[src/rtl/class2017_pkg.sv]
// Shared constants for the class2017 round-robin demux and its matching combine block.
package class2017_pkg;

  // Default data and debug-counter widths
  localparam int unsigned DEF_WIDTH = 8;
  localparam int unsigned DEF_CNT_W = 8;

  // Channel indices, also the encoding of the sel output
  localparam logic CH0 = 1'b0;
  localparam logic CH1 = 1'b1;

endpackage

[src/rtl/class2017_rr_demux_if.sv]
// Bus bundle for the round-robin demux: one input stream, two output streams,
// the routing pointer and per-channel delivered-beat counters.
//   slave  : block side (accepts in_*, drives out*_*, sel, cnt*)
//   master : environment side (drives in_*, out*_ready)
interface class2017_rr_demux_if
  import class2017_pkg::*;
#(
  parameter int unsigned WIDTH = DEF_WIDTH,
  parameter int unsigned CNT_W = DEF_CNT_W
);
  logic             in_valid;
  logic [WIDTH-1:0] in_data;
  logic             in_ready;
  logic             out0_valid;
  logic [WIDTH-1:0] out0_data;
  logic             out0_ready;
  logic             out1_valid;
  logic [WIDTH-1:0] out1_data;
  logic             out1_ready;
  logic             sel;
  logic [CNT_W-1:0] cnt0;
  logic [CNT_W-1:0] cnt1;

  modport slave (
    input  in_valid, in_data, out0_ready, out1_ready,
    output in_ready, out0_valid, out0_data, out1_valid, out1_data, sel, cnt0, cnt1
  );

  modport master (
    output in_valid, in_data, out0_ready, out1_ready,
    input  in_ready, out0_valid, out0_data, out1_valid, out1_data, sel, cnt0, cnt1
  );
endinterface

[src/rtl/class2017_hold_reg.sv]
// One-entry valid/data holding register with a drained-beat counter.
// Ports: clk, rst (async, active-high); load/load_data fill the entry;
// ready is the consumer accept; valid/data present the entry; cnt counts
// completed output transfers modulo 2^CNT_W.
module class2017_hold_reg
  import class2017_pkg::*;
#(
  parameter int unsigned WIDTH = DEF_WIDTH,
  parameter int unsigned CNT_W = DEF_CNT_W
) (
  input  logic             clk,
  input  logic             rst,
  input  logic             load,
  input  logic [WIDTH-1:0] load_data,
  input  logic             ready,
  output logic             valid,
  output logic [WIDTH-1:0] data,
  output logic [CNT_W-1:0] cnt
);

  logic             valid_q, valid_d;
  logic [WIDTH-1:0] data_q, data_d;
  logic [CNT_W-1:0] cnt_q, cnt_d;

  // Drain first, then load, so a same-cycle drain+fill keeps valid high
  always_comb begin
    valid_d = valid_q;
    data_d  = data_q;
    cnt_d   = cnt_q;
    if (valid_q && ready) begin
      valid_d = 1'b0;
      cnt_d   = cnt_q + CNT_W'(1);
    end
    if (load) begin
      valid_d = 1'b1;
      data_d  = load_data;
    end
  end

  always_ff @(posedge clk or posedge rst) begin
    if (rst) begin
      valid_q <= 1'b0;
      data_q  <= '0;
      cnt_q   <= '0;
    end else begin
      valid_q <= valid_d;
      data_q  <= data_d;
      cnt_q   <= cnt_d;
    end
  end

  assign valid = valid_q;
  assign data  = data_q;
  assign cnt   = cnt_q;

endmodule

[src/rtl/class2017_rr_demux.sv]
// Round-robin 1-to-2 stream demux: accepted input beats alternate strictly
// between channel 0 and channel 1, each channel buffered by a one-entry
// holding register. A full, stalled selected channel blocks the input even if
// the other channel is free, preserving strict alternation.
// Ports: clk, rst (async, active-high); bus (slave modport) carries the input
// stream, both output streams, sel (next target channel) and cnt0/cnt1.
module class2017_rr_demux
  import class2017_pkg::*;
#(
  parameter int unsigned WIDTH = DEF_WIDTH,
  parameter int unsigned CNT_W = DEF_CNT_W
) (
  input  logic                  clk,
  input  logic                  rst,
  class2017_rr_demux_if.slave   bus
);

  logic sel_q, sel_d;
  logic in_ready_c;
  logic acc_c;
  logic load0_c, load1_c;

  // Ready follows only the selected channel; toggle sel on every accept
  always_comb begin
    sel_d      = sel_q;
    in_ready_c = (sel_q == CH0) ? (~bus.out0_valid | bus.out0_ready)
                                : (~bus.out1_valid | bus.out1_ready);
    acc_c      = bus.in_valid & in_ready_c;
    load0_c    = acc_c & (sel_q == CH0);
    load1_c    = acc_c & (sel_q == CH1);
    if (acc_c) begin
      sel_d = ~sel_q;
    end
  end

  always_ff @(posedge clk or posedge rst) begin
    if (rst) begin
      sel_q <= CH0;
    end else begin
      sel_q <= sel_d;
    end
  end

  assign bus.in_ready = in_ready_c;
  assign bus.sel      = sel_q;

  class2017_hold_reg #(.WIDTH(WIDTH), .CNT_W(CNT_W)) u_ch0 (
    .clk       (clk),
    .rst       (rst),
    .load      (load0_c),
    .load_data (bus.in_data),
    .ready     (bus.out0_ready),
    .valid     (bus.out0_valid),
    .data      (bus.out0_data),
    .cnt       (bus.cnt0)
  );

  class2017_hold_reg #(.WIDTH(WIDTH), .CNT_W(CNT_W)) u_ch1 (
    .clk       (clk),
    .rst       (rst),
    .load      (load1_c),
    .load_data (bus.in_data),
    .ready     (bus.out1_ready),
    .valid     (bus.out1_valid),
    .data      (bus.out1_data),
    .cnt       (bus.cnt1)
  );

endmodule

[src/flat_wrapper.sv]
// flat-port wrapper written by rule: the top's interface ports become plain ports
module class2017_rr_demux_flat import class2017_pkg::*;
#(
  parameter int unsigned WIDTH = DEF_WIDTH,
  parameter int unsigned CNT_W = DEF_CNT_W
)
  (clk, rst, bus_in_valid, bus_in_data, bus_out0_ready, bus_out1_ready, bus_in_ready, bus_out0_valid, bus_out0_data, bus_out1_valid, bus_out1_data, bus_sel, bus_cnt0, bus_cnt1);
  class2017_rr_demux_if #(.WIDTH(WIDTH), .CNT_W(CNT_W)) bus_i ();
  input  logic clk;
  input  logic rst;
  input wire logic [$bits(bus_i.in_valid)-1:0] bus_in_valid;
  input wire logic [$bits(bus_i.in_data)-1:0] bus_in_data;
  input wire logic [$bits(bus_i.out0_ready)-1:0] bus_out0_ready;
  input wire logic [$bits(bus_i.out1_ready)-1:0] bus_out1_ready;
  output wire logic [$bits(bus_i.in_ready)-1:0] bus_in_ready;
  output wire logic [$bits(bus_i.out0_valid)-1:0] bus_out0_valid;
  output wire logic [$bits(bus_i.out0_data)-1:0] bus_out0_data;
  output wire logic [$bits(bus_i.out1_valid)-1:0] bus_out1_valid;
  output wire logic [$bits(bus_i.out1_data)-1:0] bus_out1_data;
  output wire logic [$bits(bus_i.sel)-1:0] bus_sel;
  output wire logic [$bits(bus_i.cnt0)-1:0] bus_cnt0;
  output wire logic [$bits(bus_i.cnt1)-1:0] bus_cnt1;
  assign bus_i.in_valid = bus_in_valid;
  assign bus_i.in_data = bus_in_data;
  assign bus_i.out0_ready = bus_out0_ready;
  assign bus_i.out1_ready = bus_out1_ready;
  assign bus_in_ready = bus_i.in_ready;
  assign bus_out0_valid = bus_i.out0_valid;
  assign bus_out0_data = bus_i.out0_data;
  assign bus_out1_valid = bus_i.out1_valid;
  assign bus_out1_data = bus_i.out1_data;
  assign bus_sel = bus_i.sel;
  assign bus_cnt0 = bus_i.cnt0;
  assign bus_cnt1 = bus_i.cnt1;
  class2017_rr_demux #(.WIDTH(WIDTH), .CNT_W(CNT_W)) u_core (.clk(clk), .rst(rst), .bus(bus_i));
endmodule
[config.mk]
export PLATFORM = sky130hd
export DESIGN_NAME = class2017_rr_demux_flat
export DESIGN_NICKNAME = d
export VERILOG_FILES = /design/src/rtl/class2017_pkg.sv /design/src/rtl/class2017_rr_demux_if.sv /design/src/rtl/class2017_hold_reg.sv /design/src/rtl/class2017_rr_demux.sv /design/src/flat_wrapper.sv
export SDC_FILE = /design/constraint.sdc
export NUM_CORES = 1
export LEC_CHECK = 0
export CAP_MARGIN = 5
export CELL_PAD_IN_SITES_DETAIL_PLACEMENT = 1
export CELL_PAD_IN_SITES_GLOBAL_PLACEMENT = 1
export CORE_MARGIN = 2
export CORE_UTILIZATION = 37
export CTS_CLUSTER_DIAMETER = 150
export DETAILED_ROUTE_END_ITERATION = 8
export HOLD_SLACK_MARGIN = 0.03
export PLACE_DENSITY_LB_ADDON = 0.08
export SYNTH_ARGS = -nofsm -noshare
export SYNTH_HDL_FRONTEND = slang
export SYNTH_SLANG_ARGS = --single-unit
[constraint.sdc]
create_clock -name clk -period 1.9 [get_ports clk]
set_input_delay 0.19 -clock clk [delete_from_list [all_inputs] [get_ports clk]]
set_output_delay 0.19 -clock clk [all_outputs]
set_load 0.05 [all_outputs]
==> Flow_metrics.wiki, run 1 <==
{| class="wikitable"
! Metric !! Value
|-
| Largest clock skew in the final design || between 0.003 and 0.004 ns
|-
| Post-cts resize count || 0
|-
| Setup-failing EPs final || 0
|-
| Met2 Track Usage GR || around a quarter
|-
| Max Buffers Root-to-Sink || 2
|-
| Clk Latency, worst-skew pair || approximately 0.28 ns
|-
| Area used by sequential logic in the layout || roughly 900 um^2
|-
| Pin slew with the least headroom to its limit || slightly above 0.5 ns
|-
| Clk network pwr share || a little under a fifth
|-
| Cell variety after synth || 19
|-
| GR Layer Usage met3 || approximately 7.7%
|-
| Worst Setup Path Type || register to primary output
|-
| Share of layout cells above drive strength 1 || between 20 and 25%
|-
| Mapped Cells || 106
|-
| Total placed instance area || between 1500 and 2000 um^2
|-
| Leading cell type in the layout, fill and taps excluded || clkdlybuf4s50_1
|-
| Critical-path cell with the highest stage delay || clkdlybuf4s50_1
|-
| Routed vias || about 1000
|-
| Cell Area, Synth || around 1400 um^2
|-
| Tot GR Track Use || between 10% and 20%
|-
| Launch point of the worst path || u_core.u_ch1.valid
|-
| Fin crit share || approximately 90%
|-
| Startpoint of the worst-slack reg-to-reg timing path || u_core.u_ch1.valid
|-
| Register area share after synthesis || 61.2%
|-
| Ordered cell list for the critical path || clkdlybuf4s50_1
|-
| Pwr per Cell Area || 2010 nW/um^2
|-
| Total Power Consumption || ~4.3 mW
|-
| Routed length per placed instance || 13.7 um
|-
| GP Congestion || 0.681
|-
| Critical path fanouts, max || 6
|-
| F_max || 568 MHz
|-
| Count of yosys warnings during synthesis || 0
|-
| Status || finished clean
|-
| Headroom to the max-slew limit || 65.6%
|-
| Area delta synth->final || 48.6%
|-
| CP Buf/Inv Count || 1
|-
| Minimum clock period || between 1.5 and 2 ns
|-
| GRT Residual Overflow || 0
|-
| Type of origin of the critical path || register
|-
| Number of detailed-routing iterations run before antenna repair || 4
|-
| Initial detailed-routing violation count || 36
|-
| Setup bufs post-CTS || 0
|-
| Unrepaired setup endpoints after global routing || false
|-
| CTS tree || built
|-
| Post-layout nets || approximately 180
|-
| DRT antenna net count || 0
|-
| Worst slack at placement || 0.175 ns
|-
| Total internal power || around 2.4 mW
|-
| Hold buffers post-CTS || 0
|-
| Category of the worst setup path capture point || primary output
|-
| Total negative slack for setup checks || 0 ns
|-
| Leakage || approximately 0.94 nW
|-
| Relative contribution of sequential cells to total power || a little under a third
|-
| Slew Viols, Final || 0
|-
| Number of placement rows || 22
|-
| Length in cells of the worst reg-to-reg path || 3
|-
| GR peak layer || met2
|-
| Fill cell instance count of the final layout || approximately 390
|-
| Cell family contributing the most delay on the critical path || buffers and inverters
|-
| Count of port buffers added during placement || between 40 and 50
|-
| I/O pin total || a little under 50
|-
| Clock net sink count || 35
|-
| R2r endpoint || u_core.u_ch1.data[5]
|-
| Initial core utilization || a little under 40%
|-
| Maxcap violations || 0
|-
| Clock transition at the registers of the reported paths || approximately 0.070 ns
|-
| Psw || approximately 1.9 mW
|-
| Critical Path Max Stage Delay || 0.84 ns
|-
| Required time at the endpoint of the critical path || approximately 1.7 ns
|-
| Area of combinational cells with multiple inputs || roughly 540 um^2
|-
| Tightest Hold Check Type || input pin to asynchronous set/reset pin
|-
| Maximum number of pins on one net before global-route repair || 36
|-
| Vias in the first global route || approximately 1100
|-
| Post-route cell area || 2130 um^2
|-
| Final Hold Viols || 0
|-
| Antenna diode count || 0
|-
| Die Outline Area || about 4400 um^2
|-
| Critical Path AT || roughly 1.6 ns
|-
| Antenna violations before repair || 0
|-
| Clock tree root driver cell || clkbuf_8
|-
| Number of register bits inferred by synthesis || 35
|-
| Final wirelength || 2910 um
|-
| DIE HEIGHT || approximately 66 um
|-
| Number of levels the H-tree was split into || 2
|-
| R2R Setup Slk || between 0.5 and 0.6 ns
|-
| HPWL after detailed placement || approximately 2100 um
|-
| TritonCTS buffer count || 5
|-
| Final setup slack of the worst path || about 0.14 ns
|-
| First-pass GRT wire length || ~4900 um
|-
| Worst IR drop on VDD || 1.04 mV
|-
| Commonest non-fill, non-tap cells in the layout || 46 x clkdlybuf4s50_1, 35 x dfrtp_1, 19 x mux2_2
|-
| Fraction of power consumed by combinational cells || roughly half
|-
| Grt met1 use || between 10% and 20%
|-
| Die Span X || between 60 and 70 um
|-
| Area inside the core boundary || about 3700 um^2
|-
| Switch share || between 40% and 50%
|-
| Mean area per synthesized cell || around 14 um^2
|-
| Syn Nets || 121
|-
| DRC || 0
|-
| Vias per Instance || 4.77
|}
[worst max path at each step]
stage                                 endpoint  slack (ns)  cells past startpoint
after floorplan           u_core.u_ch0.data[0]        0.32                      3
after global placement    u_core.u_ch1.data[1]        0.21                      4
after detailed placement  u_core.u_ch1.data[5]        0.18                      4
after CTS                       bus_out1_valid        0.12                      1
after global routing            bus_out1_valid        0.08                      1
final                           bus_out1_valid        0.14                      1
[flip-flops by register name (all words and copies together) (netlist names)]
register	flops
u_core.u_ch0.cnt	8
u_core.u_ch0.data	8
u_core.u_ch1.cnt	8
u_core.u_ch1.data	8
u_core.bus.sel	1
u_core.u_ch0.valid	1
u_core.u_ch1.valid	1
[power groups by stage]
stage	clock (mW)	sequential [mW]	combinational, mW
after floorplan	0	2.31	0.424
after detailed placement	0	1.31	2.21
after global routing	0.834	1.34	2.29
final	0.784	1.30	2.19
after CTS	0.803	1.30	2.22
after global placement	0	1.30	2.18
[kinds of logic after synthesis]
logic type / synth area share, %
DFF: 61.2
and+or+nand+nor: 11.9
muxes: 14.9
xor gates and xnor gates: 8.57
buffers and inverters: 0.787
AOI/OAI and AO/OA: 0.874
adders and majority gates: 1.75
[worst reg2reg max path: cells and delay by family, from the launching register on]
family,cells,cell delay [ns]
AND/OR/NAND/NOR,2,0.45
multiplexers,1,0.36
flip-flops,1,0.45
[Yosys cell counts, drive strengths merged]
master / number / area [um^2]
nand2b: 2 / 15.0
nor3b: 1 / 18.8
a21o: 1 / 7.51
xnor2: 6 / 52.6
and2: 1 / 6.26
nand2: 9 / 33.8
mux2: 19 / 214
nand4: 4 / 25.0
nand3: 5 / 30.0
and3: 1 / 6.26
dfrtp: 35 / 876
inv: 3 / 11.3
o21ai: 1 / 5.00
xor2: 8 / 70.1
ha: 2 / 25.0
nor2: 4 / 15.0
nor3: 4 / 20.0
[per-stage QoR]
step	hold WS [ns]	instances	util, %
after floorplan	0.341	106	-
after global placement	0.457	204	54.1
after detailed placement	0.457	204	54.1
after CTS	0.319	212	57.7
after global routing	0.353	212	57.7
final	0.308	212	57.7
[area by class of cell]
| class | instances | area share, % |
|---|---|---|
| repair buffers | 50 | 23.6 |
| inverters | 3 | 0.529 |
| well taps | 48 | 2.82 |
| clock inverters | 2 | 2.82 |
| multi-input cells | 68 | 25.6 |
| clock buffers | 6 | 3.41 |
| flip-flops and latches | 35 | 41.2 |
[per-layer routing]
layer | part of all wire (%) | wire length, um
met5 | 0 | 0
met4 | 1.3 | 39
met3 | 7.1 | 206
met2 | 50 | 1450
met1 | 42 | 1210
No activity file was read; power rests on OpenSTA's default activity.
==> run 2: changes to the inputs <==
Settings changed: SLEW_MARGIN from default to 15.
==> results of run 2 <==
No change in the layout: final DEF, timing and power equal those of run 1.
==> run 3: changes to the inputs <==
Settings changed: SLEW_MARGIN 15 to 5.
==> results of run 3 <==
No change in the layout: final DEF, timing and power equal those of run 1.
